### config.mk
export PLATFORM = sky130hd
export DESIGN_NAME = spi_cmd_master
export DESIGN_NICKNAME = d
export VERILOG_FILES = /design/src/rtl/spi_pkg.sv /design/src/rtl/spi_sclk_div.sv /design/src/rtl/spi_cmd_master.sv
export SDC_FILE = /design/constraint.sdc
export NUM_CORES = 1
export LEC_CHECK = 0
export BUFFER_PORTS_ARGS = -buffer_cell sky130_fd_sc_hd__buf_4
export CORE_ASPECT_RATIO = 1.75
export CORE_MARGIN = 2
export CORE_UTILIZATION = 50
export DETAILED_ROUTE_END_ITERATION = 16
export PLACE_DENSITY_LB_ADDON = 0.12
export SYNTH_ARGS = -nofsm -noshare
export SYNTH_HDL_FRONTEND = slang
export SYNTH_HIERARCHICAL = 1
export SYNTH_SLANG_ARGS = --single-unit
### constraint.sdc
create_clock -name clk_sys_i -period 4.3 [get_ports clk_sys_i]
set_input_delay 0.215 -clock clk_sys_i [delete_from_list [all_inputs] [get_ports clk_sys_i]]
set_output_delay 0.215 -clock clk_sys_i [all_outputs]
set_load 0.05 [all_outputs]
### src/rtl/spi_pkg.sv
// spi_pkg: shared state encoding and frame constants for the SPI command master
package spi_pkg;

    typedef enum logic [2:0] {IDLE, CS_SETUP, SHIFT, WAIT_RDY, READ, CS_HOLD} state_t;

    localparam int WR_BITS      = 32;
    localparam int RD_HDR_BITS  = 24;
    localparam int RD_DATA_BITS = 8;

    function automatic logic [23:0] frame_hdr(input logic rw_n, input logic [16:0] addr);
        return {rw_n, 6'b0, addr};
    endfunction

endpackage

### src/rtl/spi_sclk_div.sv
// spi_sclk_div: mode-0 SCLK generator, DIV cycles low then DIV high, with edge strobes
module spi_sclk_div #(
    parameter int DIV = 4
) (
    input  logic clk,
    input  logic rst,
    input  logic en,
    output logic sclk,
    output logic rise,
    output logic fall
);

    logic [7:0] cnt;
    logic       last;

    assign last = cnt == 8'(DIV - 1);
    assign rise = en && last && !sclk;
    assign fall = en && last && sclk;

    always_ff @(posedge clk or posedge rst) begin
        if (rst) begin
            cnt  <= '0;
            sclk <= 1'b0;
        end else if (!en) begin
            cnt  <= '0;
            sclk <= 1'b0;
        end else begin
            cnt  <= last ? '0 : cnt + 8'd1;
            sclk <= last ? !sclk : sclk;
        end
    end

endmodule

### src/rtl/spi_cmd_master.sv
// spi_cmd_master: SPI mode-0 initiator for the spi_bridge read/write command frame
module spi_cmd_master
    import spi_pkg::*;
#(
    parameter int SCLK_DIV = 4,
    parameter int TIMEOUT  = 1024
) (
    input  logic        clk_sys_i,
    input  logic        reset_i,
    input  logic        cmd_valid_i,
    output logic        cmd_ready_o,
    input  logic        cmd_rw_ni,
    input  logic [16:0] cmd_addr_i,
    input  logic [7:0]  cmd_data_i,
    output logic        rsp_valid_o,
    output logic [7:0]  rsp_data_o,
    output logic        rsp_err_o,
    output logic        spi_sclk_o,
    output logic        spi_cs_no,
    output logic        spi_tx_o,
    input  logic        spi_rx_i,
    input  logic        spi_ready_ni
);

    localparam int TW = $clog2(TIMEOUT + 1) > 8 ? $clog2(TIMEOUT + 1) : 8;

    state_t        state, state_nx;
    logic [TW-1:0] tmr;
    logic [5:0]    bit_cnt;
    logic [31:0]   sr;
    logic [7:0]    rd;
    logic [1:0]    rdy_sync;
    logic          rw, err, ready, accept, rise, fall;
    logic          phase_done, timed_out, hdr_done, rd_done;

    spi_sclk_div #(.DIV(SCLK_DIV)) u_div (
        .clk  (clk_sys_i),
        .rst  (reset_i),
        .en   (state == SHIFT || state == READ),
        .sclk (spi_sclk_o),
        .rise (rise),
        .fall (fall)
    );

    assign ready       = !rdy_sync[1];
    assign cmd_ready_o = state == IDLE;
    assign accept      = cmd_valid_i && cmd_ready_o;
    assign phase_done  = tmr == TW'(SCLK_DIV - 1);
    assign timed_out   = tmr == TW'(TIMEOUT - 1);
    assign hdr_done    = fall && bit_cnt == (rw ? 6'(RD_HDR_BITS - 1) : 6'(WR_BITS - 1));
    assign rd_done     = fall && bit_cnt == 6'(RD_DATA_BITS - 1);
    assign spi_cs_no   = state == IDLE || state == CS_HOLD;
    assign spi_tx_o    = sr[31] && (state == CS_SETUP || state == SHIFT);
    assign rsp_data_o  = rd;
    assign rsp_err_o   = err;

    always_ff @(posedge clk_sys_i or posedge reset_i) begin
        if (reset_i) state <= IDLE;
        else         state <= state_nx;
    end

    always_comb begin
        state_nx = state;
        case (state)
            IDLE:     if (accept) state_nx = CS_SETUP;
            CS_SETUP: if (phase_done) state_nx = SHIFT;
            SHIFT:    if (hdr_done) state_nx = WAIT_RDY;
            WAIT_RDY: state_nx = ready ? (rw ? READ : CS_HOLD) : timed_out ? CS_HOLD : WAIT_RDY;
            READ:     if (rd_done) state_nx = CS_HOLD;
            CS_HOLD:  if (phase_done) state_nx = IDLE;
            default:  state_nx = IDLE;
        endcase
    end

    // One timer serves setup/hold spacing and the ready timeout; it restarts on every state change
    always_ff @(posedge clk_sys_i or posedge reset_i) begin
        if (reset_i) begin
            tmr         <= '0;
            bit_cnt     <= '0;
            sr          <= '0;
            rd          <= '0;
            rw          <= 1'b0;
            err         <= 1'b0;
            rsp_valid_o <= 1'b0;
            rdy_sync    <= 2'b11;
        end else begin
            rdy_sync    <= {rdy_sync[0], spi_ready_ni};
            tmr         <= state_nx != state ? '0 : tmr + 1'b1;
            bit_cnt     <= state_nx != state ? '0 : bit_cnt + 6'(fall);
            rsp_valid_o <= state == CS_HOLD && phase_done;
            if (accept) begin
                rw  <= cmd_rw_ni;
                sr  <= {frame_hdr(cmd_rw_ni, cmd_addr_i), cmd_rw_ni ? 8'h00 : cmd_data_i};
                rd  <= '0;
                err <= 1'b0;
            end else if (fall && state == SHIFT) begin
                sr <= {sr[30:0], 1'b0};
            end
            if (rise && state == READ) rd <= {rd[6:0], spi_rx_i};
            if (state == WAIT_RDY && !ready && timed_out) err <= 1'b1;
        end
    end

endmodule

Word-level counts from Yosys, hierarchy flattened
Index checks and enable logic that the tools add are counted.
{"block": "op_classes", "n_bitwise": 0, "div": 0, "eq_ne": 12, "shift": 0, "order_cmp": 0, "n_mux": 23, "reduce_logical": 20, "n_addsub": 3, "mul": 0}
{"operator": "32-bit 2-to-1 mux", "count": 2}
{"operator": "8-bit 2-to-1 mux", "count": 5}
{"operator": "3-bit 2-to-1 mux", "count": 7}
{"operator": "3-bit one-hot mux with 6 select lines", "count": 1}
{"operator": "1-bit logical AND", "count": 12}
{"operator": "11-bit by 1-bit adder with 11-bit output (second input constant)", "count": 1}
{"operator": "11-bit by 10-bit == test with 1-bit output (second input constant)", "count": 1}
{"operator": "11-bit by 2-bit == test with 1-bit output (second input constant)", "count": 1}
{"operator": "11-bit 2-to-1 mux", "count": 1}
{"operator": "8-bit by 1-bit adder with 8-bit output (second input constant)", "count": 1}
{"operator": "8-bit by 2-bit == test with 1-bit output (second input constant)", "count": 1}
{"operator": "6-bit by 1-bit adder with 6-bit output", "count": 1}
{"operator": "3-bit by 2-bit == test with 1-bit output (second input constant)", "count": 2}
{"operator": "3-bit == test (second input constant)", "count": 2}
{"operator": "6-bit by 3-bit == test with 1-bit output (second input constant)", "count": 1}
{"operator": "6-bit by 5-bit == test with 1-bit output", "count": 1}
{"operator": "6-bit 2-to-1 mux", "count": 1}
{"operator": "2-bit nonzero test", "count": 3}
{"operator": "1-bit 2-to-1 mux", "count": 5}
{"operator": "4-bit 2-to-1 mux", "count": 1}
{"operator": "3-bit by 1-bit == test with 1-bit output (second input constant)", "count": 1}
{"operator": "3-bit zero test", "count": 1}
{"operator": "1-bit logical OR", "count": 3}
{"operator": "3-bit != test", "count": 1}
{"operator": "other kinds (2)", "count": 2}
{"block": "totals", "ramBits": 0, "n_memories": 0, "inputBits": 31, "out_inout_bits": 14, "rom_bits": 0, "latch_bits": 0, "regBits": 74}

Logic depth before layout (Yosys ltp)
{"block": "logic_depth", "ltp_word": 9, "ltp_mapped": 11, "depth_no_buf": 10}

Modules after synthesis
The synthesis kept the hierarchy.
{"module": "spi_cmd_master", "cells_each": 334, "seq_area_each_um2": 1629.1, "area_per_inst_um2": 3094.2, "n_inst": 1}
{"module": "spi_sclk_div", "cells_each": 46, "seq_area_each_um2": 225.2, "area_per_inst_um2": 441.7, "n_inst": 1}

Least setup slack after synthesis
Ideal clock, no wire load.
{"block": "synth_path", "path_type": "flip-flop to flip-flop", "startpoint": "register state[1]", "endpoint": "register bit_cnt[2]", "setup_ns": 0.120, "arrival_time_ns": 2.217, "slack_ns": 1.963, "stages_incl_launch_ff": 11, "period_less_slack_ns": 2.337, "n_path_buf": 1, "path_cell_list": "dfrtp_1 -> nor2b_1 -> inv_1 -> a21oi_1 -> inv_1 -> nor4_1 -> nor2b_1 -> nand3_1 -> o21ai_2 -> buf_4 -> nor3_1"}
{"block": "synth_via", "elab_chain_cells": 9}
{"item": "start: declaration", "line": "spi_cmd_master.sv:27", "rtl": "state_t state, state_nx;"}
{"item": "start signal: assignment", "line": "spi_cmd_master.sv:59", "rtl": "else state <= state_nx;"}
{"item": "3-bit by 2-bit == test with 1-bit output / 3-bit == test (equally long branches)", "line": "spi_cmd_master.sv:39", "rtl": ".en (state == SHIFT || state == READ),"}
{"item": "1-bit logical OR *", "line": "spi_cmd_master.sv:39"}
{"item": "1-bit logical AND * (2 in series)", "line": "spi_sclk_div.sv:18", "rtl": "assign fall = en && last && sclk;"}
{"item": "via fall", "line": "spi_cmd_master.sv:33", "rtl": "logic rw, err, ready, accept, rise, fall;"}
{"item": "1-bit logical AND (on tied branches)", "line": "spi_cmd_master.sv:51, spi_cmd_master.sv:50"}
{"item": "3-bit 2-to-1 mux (on tied branches)", "line": "spi_cmd_master.sv:69, spi_cmd_master.sv:67"}
{"item": "3-bit one-hot mux with 6 select lines", "line": "spi_cmd_master.sv:64", "rtl": "case (state)"}
{"item": "3-bit != test", "line": "spi_cmd_master.sv:89", "rtl": "bit_cnt <= state_nx != state ? '0 : bit_cnt + 6'(fall);"}
{"item": "6-bit 2-to-1 mux *", "line": "spi_cmd_master.sv:89"}
{"item": "end signal: assignment", "line": "spi_cmd_master.sv:89"}
{"item": "end: declaration", "line": "spi_cmd_master.sv:29", "rtl": "logic [5:0] bit_cnt;"}
The timed path passes the listed nets; every way through them passes the cells marked *.
A chain may end at the register's enable or synchronous reset.

Worst setup path after layout
{"block": "layout_path", "startpoint": "register state[1]", "endpoint": "register sr[23]"}
{"block": "layout_via", "elab_chain_cells": 6}
{"item": "3-bit by 2-bit == test with 1-bit output / 3-bit == test (equally long branches)", "line": "spi_cmd_master.sv:39"}
{"item": "1-bit logical OR *", "line": "spi_cmd_master.sv:39"}
{"item": "1-bit logical AND * (2 in series)", "line": "spi_sclk_div.sv:18"}
{"item": "via fall", "line": "spi_cmd_master.sv:33"}
{"item": "1-bit logical AND *", "line": "spi_cmd_master.sv:96", "rtl": "end else if (fall && state == SHIFT) begin"}
{"item": "2-bit nonzero test (no line) *"}
{"item": "end signal: assignment", "line": "spi_cmd_master.sv:93", "rtl": "sr <= {frame_hdr(cmd_rw_ni, cmd_addr_i), cmd_rw_ni ? 8'h00 : cmd_data_i};"}
{"item": "end signal: assignment", "line": "spi_cmd_master.sv:97", "rtl": "sr <= {sr[30:0], 1'b0};"}
{"item": "end: declaration", "line": "spi_cmd_master.sv:30", "rtl": "logic [31:0] sr;"}
Marked as above.

==> impl_metrics.csv <==
group,metric,value,unit
synth,synth_edf_count,0,
floorplanning,coreArea,6860,sq um
layout,syn_to_final_growth,20.4,%
timing,worst_pin_slew,1010,ps
layout,final_cell_mix,"87 x nand2_1, 72 x dfrtp_1, 48 x buf_4",
grt,grt_pass1_wl,12600,microns
placed_design,portBuffers,44,
floorplanning,die-area,7790,sq um
layout,nNetsFinal,457,
drt,drc,0,
synth,ys_seq_elements,74,
drt,drt_first_iter_violations,216,
grt,overflow,0,
critical_path,cp-start-kind,"flop",
power,power_density,371,nW/um^2
layout,final_common_cell,"nand2_1",
timing,rsz0062_at_grt,"no",
critical_path,crit_arrival,3550,ps
synth,ys_top_cells_by_area,"dfrtp_1 51%, nand2_1 9.2%, a31oi_1 3.7%, nor2_1 3.5%, xnor2_1 3.0%",
timing,max_freq,304,MHz
cts,clock_path_buffers,2,
synth,syn_nets,416,
synth,synth-warning-count,6,
synth,synth_area,3540,sq um
cts,root_buffer,"clkbuf_16",
hold_path,hold_class,"in2reg",
timing,setup_tns,0,ps
synth,synthArstFlopShare,1.00,
grt,grt_max_degree,45,
synth,ys.flop_type,"dfrtp_1",
drt,via_count,2799,
cts,cts_sinks,74,
drt,drt-total-wl,7460,microns
critical_path,cp.required,4560,ps
flow_run,cap_violations,0,
synth,avgSynthCellArea,9.30,sq um
critical_path,end_kind,"flop",
cts,cts_tree,"yes",
layout,drive_above_1_share,0.176,
timing,fin_skew,8.89,ps
drt,post_drt_wl_per_cell,14.6,microns
cts,htree_levels,3,
drt,ant_nets,0,
cts,numCtsBuffers,9,
drt,first_pass_iters,4,
grt,track_usage,0.212,
floorplanning,dieWidth,67.6,microns
synth,yosysSeqAreaShare,0.524,
timing,fin_crit_sh,0.766,
layout,insertedDiodeCount,0,
floorplanning,initial_core_util,0.516,
timing,setup_viol,0,
timing,slew_headroom,0.323,
floorplanning,ioPinCount,45,
drt,viasPerCell,5.49,
cts,cts.clk_slew.worst_paths,60,ps
synth,synth_top_area_frac,0.510,
cts,clkLatencyLatePin,340,ps
timing,finalHoldViolCount,0,
placed_design,place_congestion,0.763,
power,p_leak,1.94,nW
power,ir_worst_vdd,316,uV
synth,synth_top_area_cell,"dfrtp_1",
critical_path,crit_fanout,14,
grt,first_global_vias,2827,
run_status,status,"complete, no violations",
timing,finalCriticalPeriod,3290,ps
timing,drv_slew,0,
timing,holdWs,86.0,ps
placed_design,post-dp-hpwl,5130,microns
floorplanning,die_y,115,microns
critical_path,worstSetupPathType,"reg2reg",
synth,yosysUniqueCellTypes,45,
grt,antenna_found_initial,0,
synth,syn_inst,380,
floorplanning,num_rows,40,
path summary, 6_finish.rpt:
path | from | endpoint | slack (ps) | cells past startpoint
worst max register to register | state[1] | sr[23] | 1010 | 9
worst min-delay path | spi_rx_i | rsp_data_o[0] | 90 | 3
min in group asynchronous | reset_i | u_div/cnt[0] | 410 | 3
worst min register to register | rdy_sync[0] | rdy_sync[1] | 360 | 0
worst max-delay path | state[1] | sr[23] | 1010 | 9
max in group asynchronous | reset_i | rsp_err_o | 2920 | 4
state kept, by name, summed over array words and instances (netlist names):
register and flops:
bit_cnt 6, sr 32, rsp_data_o 8, rw 1, u_div/cnt 8, rdy_sync 2
rsp_valid_o 1, rsp_err_o 1, state 3, tmr 11, u_div/sclk 1
report_power, final:
group          internal [mW]  switching, mW
clock                  0.554          0.280
combinational         0.0217         0.0207
sequential             0.700        0.00253
cell usage after synthesis, types with 2 or more instances:
master     n
buf_2      7
nor3_1    20
or3_1      5
and4b_1    2
nor2_1    33
and3_1     2
nand3_1   16
a31oi_1   21
o21ai_0   14
nand3b_1   2
nand4_1    4
a22oi_1    2
nor2b_1    2
nand2b_1   2
a21oi_1   15
clkbuf_1   5
xor2_1     5
ha_1       5
dfstp_2    2
inv_1     14
dfrtp_1   72
xnor2_1   12
buf_4      7
nand2_1   87
nor4_1     4
final cells by class:
| cell class | count | area, sq um |
|---|---|---|
| Fill cell | 597 | 2600 |
| Clock buffer | 12 | 267 |
| Inverter | 14 | 52.6 |
| Clock inverter | 4 | 72.6 |
| Timing Repair Buffer | 50 | 380 |
| Multi-Input combinational cell | 272 | 1530 |
| Sequential cell | 74 | 1850 |
| Tap cell | 84 | 105 |
metal layers:
layer	track usage	vias up	share of wire
li1	-	1382	-
met1	0.252	1349	0.42
met2	0.354	52	0.51
met3	0.0401	16	0.034
met4	0.114	0	0.030
met5	0	-	0
logic make-up after synthesis:
kind of cell / Yosys count / synth area share
simple gates: 186 / 0.245
flops: 74 / 0.524
compound gates: 63 / 0.120
buf+inv: 34 / 0.0481
xor+xnor: 17 / 0.0421
fa+ha+maj: 5 / 0.0177
mux: 1 / 0.00283
per-stage QoR:
step | cell area [sq um] | power [mW] | util | setup WS, ps | instances
finish | 4260 | 1.58 | 0.621 | 1010 | 510
global placement | 3900 | 0.757 | 0.569 | 1140 | 492
detailed placement | 3900 | 0.758 | 0.569 | 989 | 492
global route | 4260 | 1.63 | 0.621 | 603 | 510
CTS | 4260 | 1.60 | 0.621 | 963 | 510
floorplan | 3540 | 0.729 | - | 1960 | 380
worst max-delay path: stages (launching register included):
cell and delay [ps]:
dfrtp_1 640, nor2b_1 380, inv_1 70, a21oi_1 180
inv_1 140, nor4_1 480, nor4bb_4 780, buf_4 300
nand2_1 70, a31oi_1 170
repair_timing:
action                                 4_1_cts  5_1_grt
gates resized for setup                      0        0
hold buffers                                 2        0
setup buffers                                0        0
endpoints found under the hold margin       31        0
(Power assumes the default switching activity.)
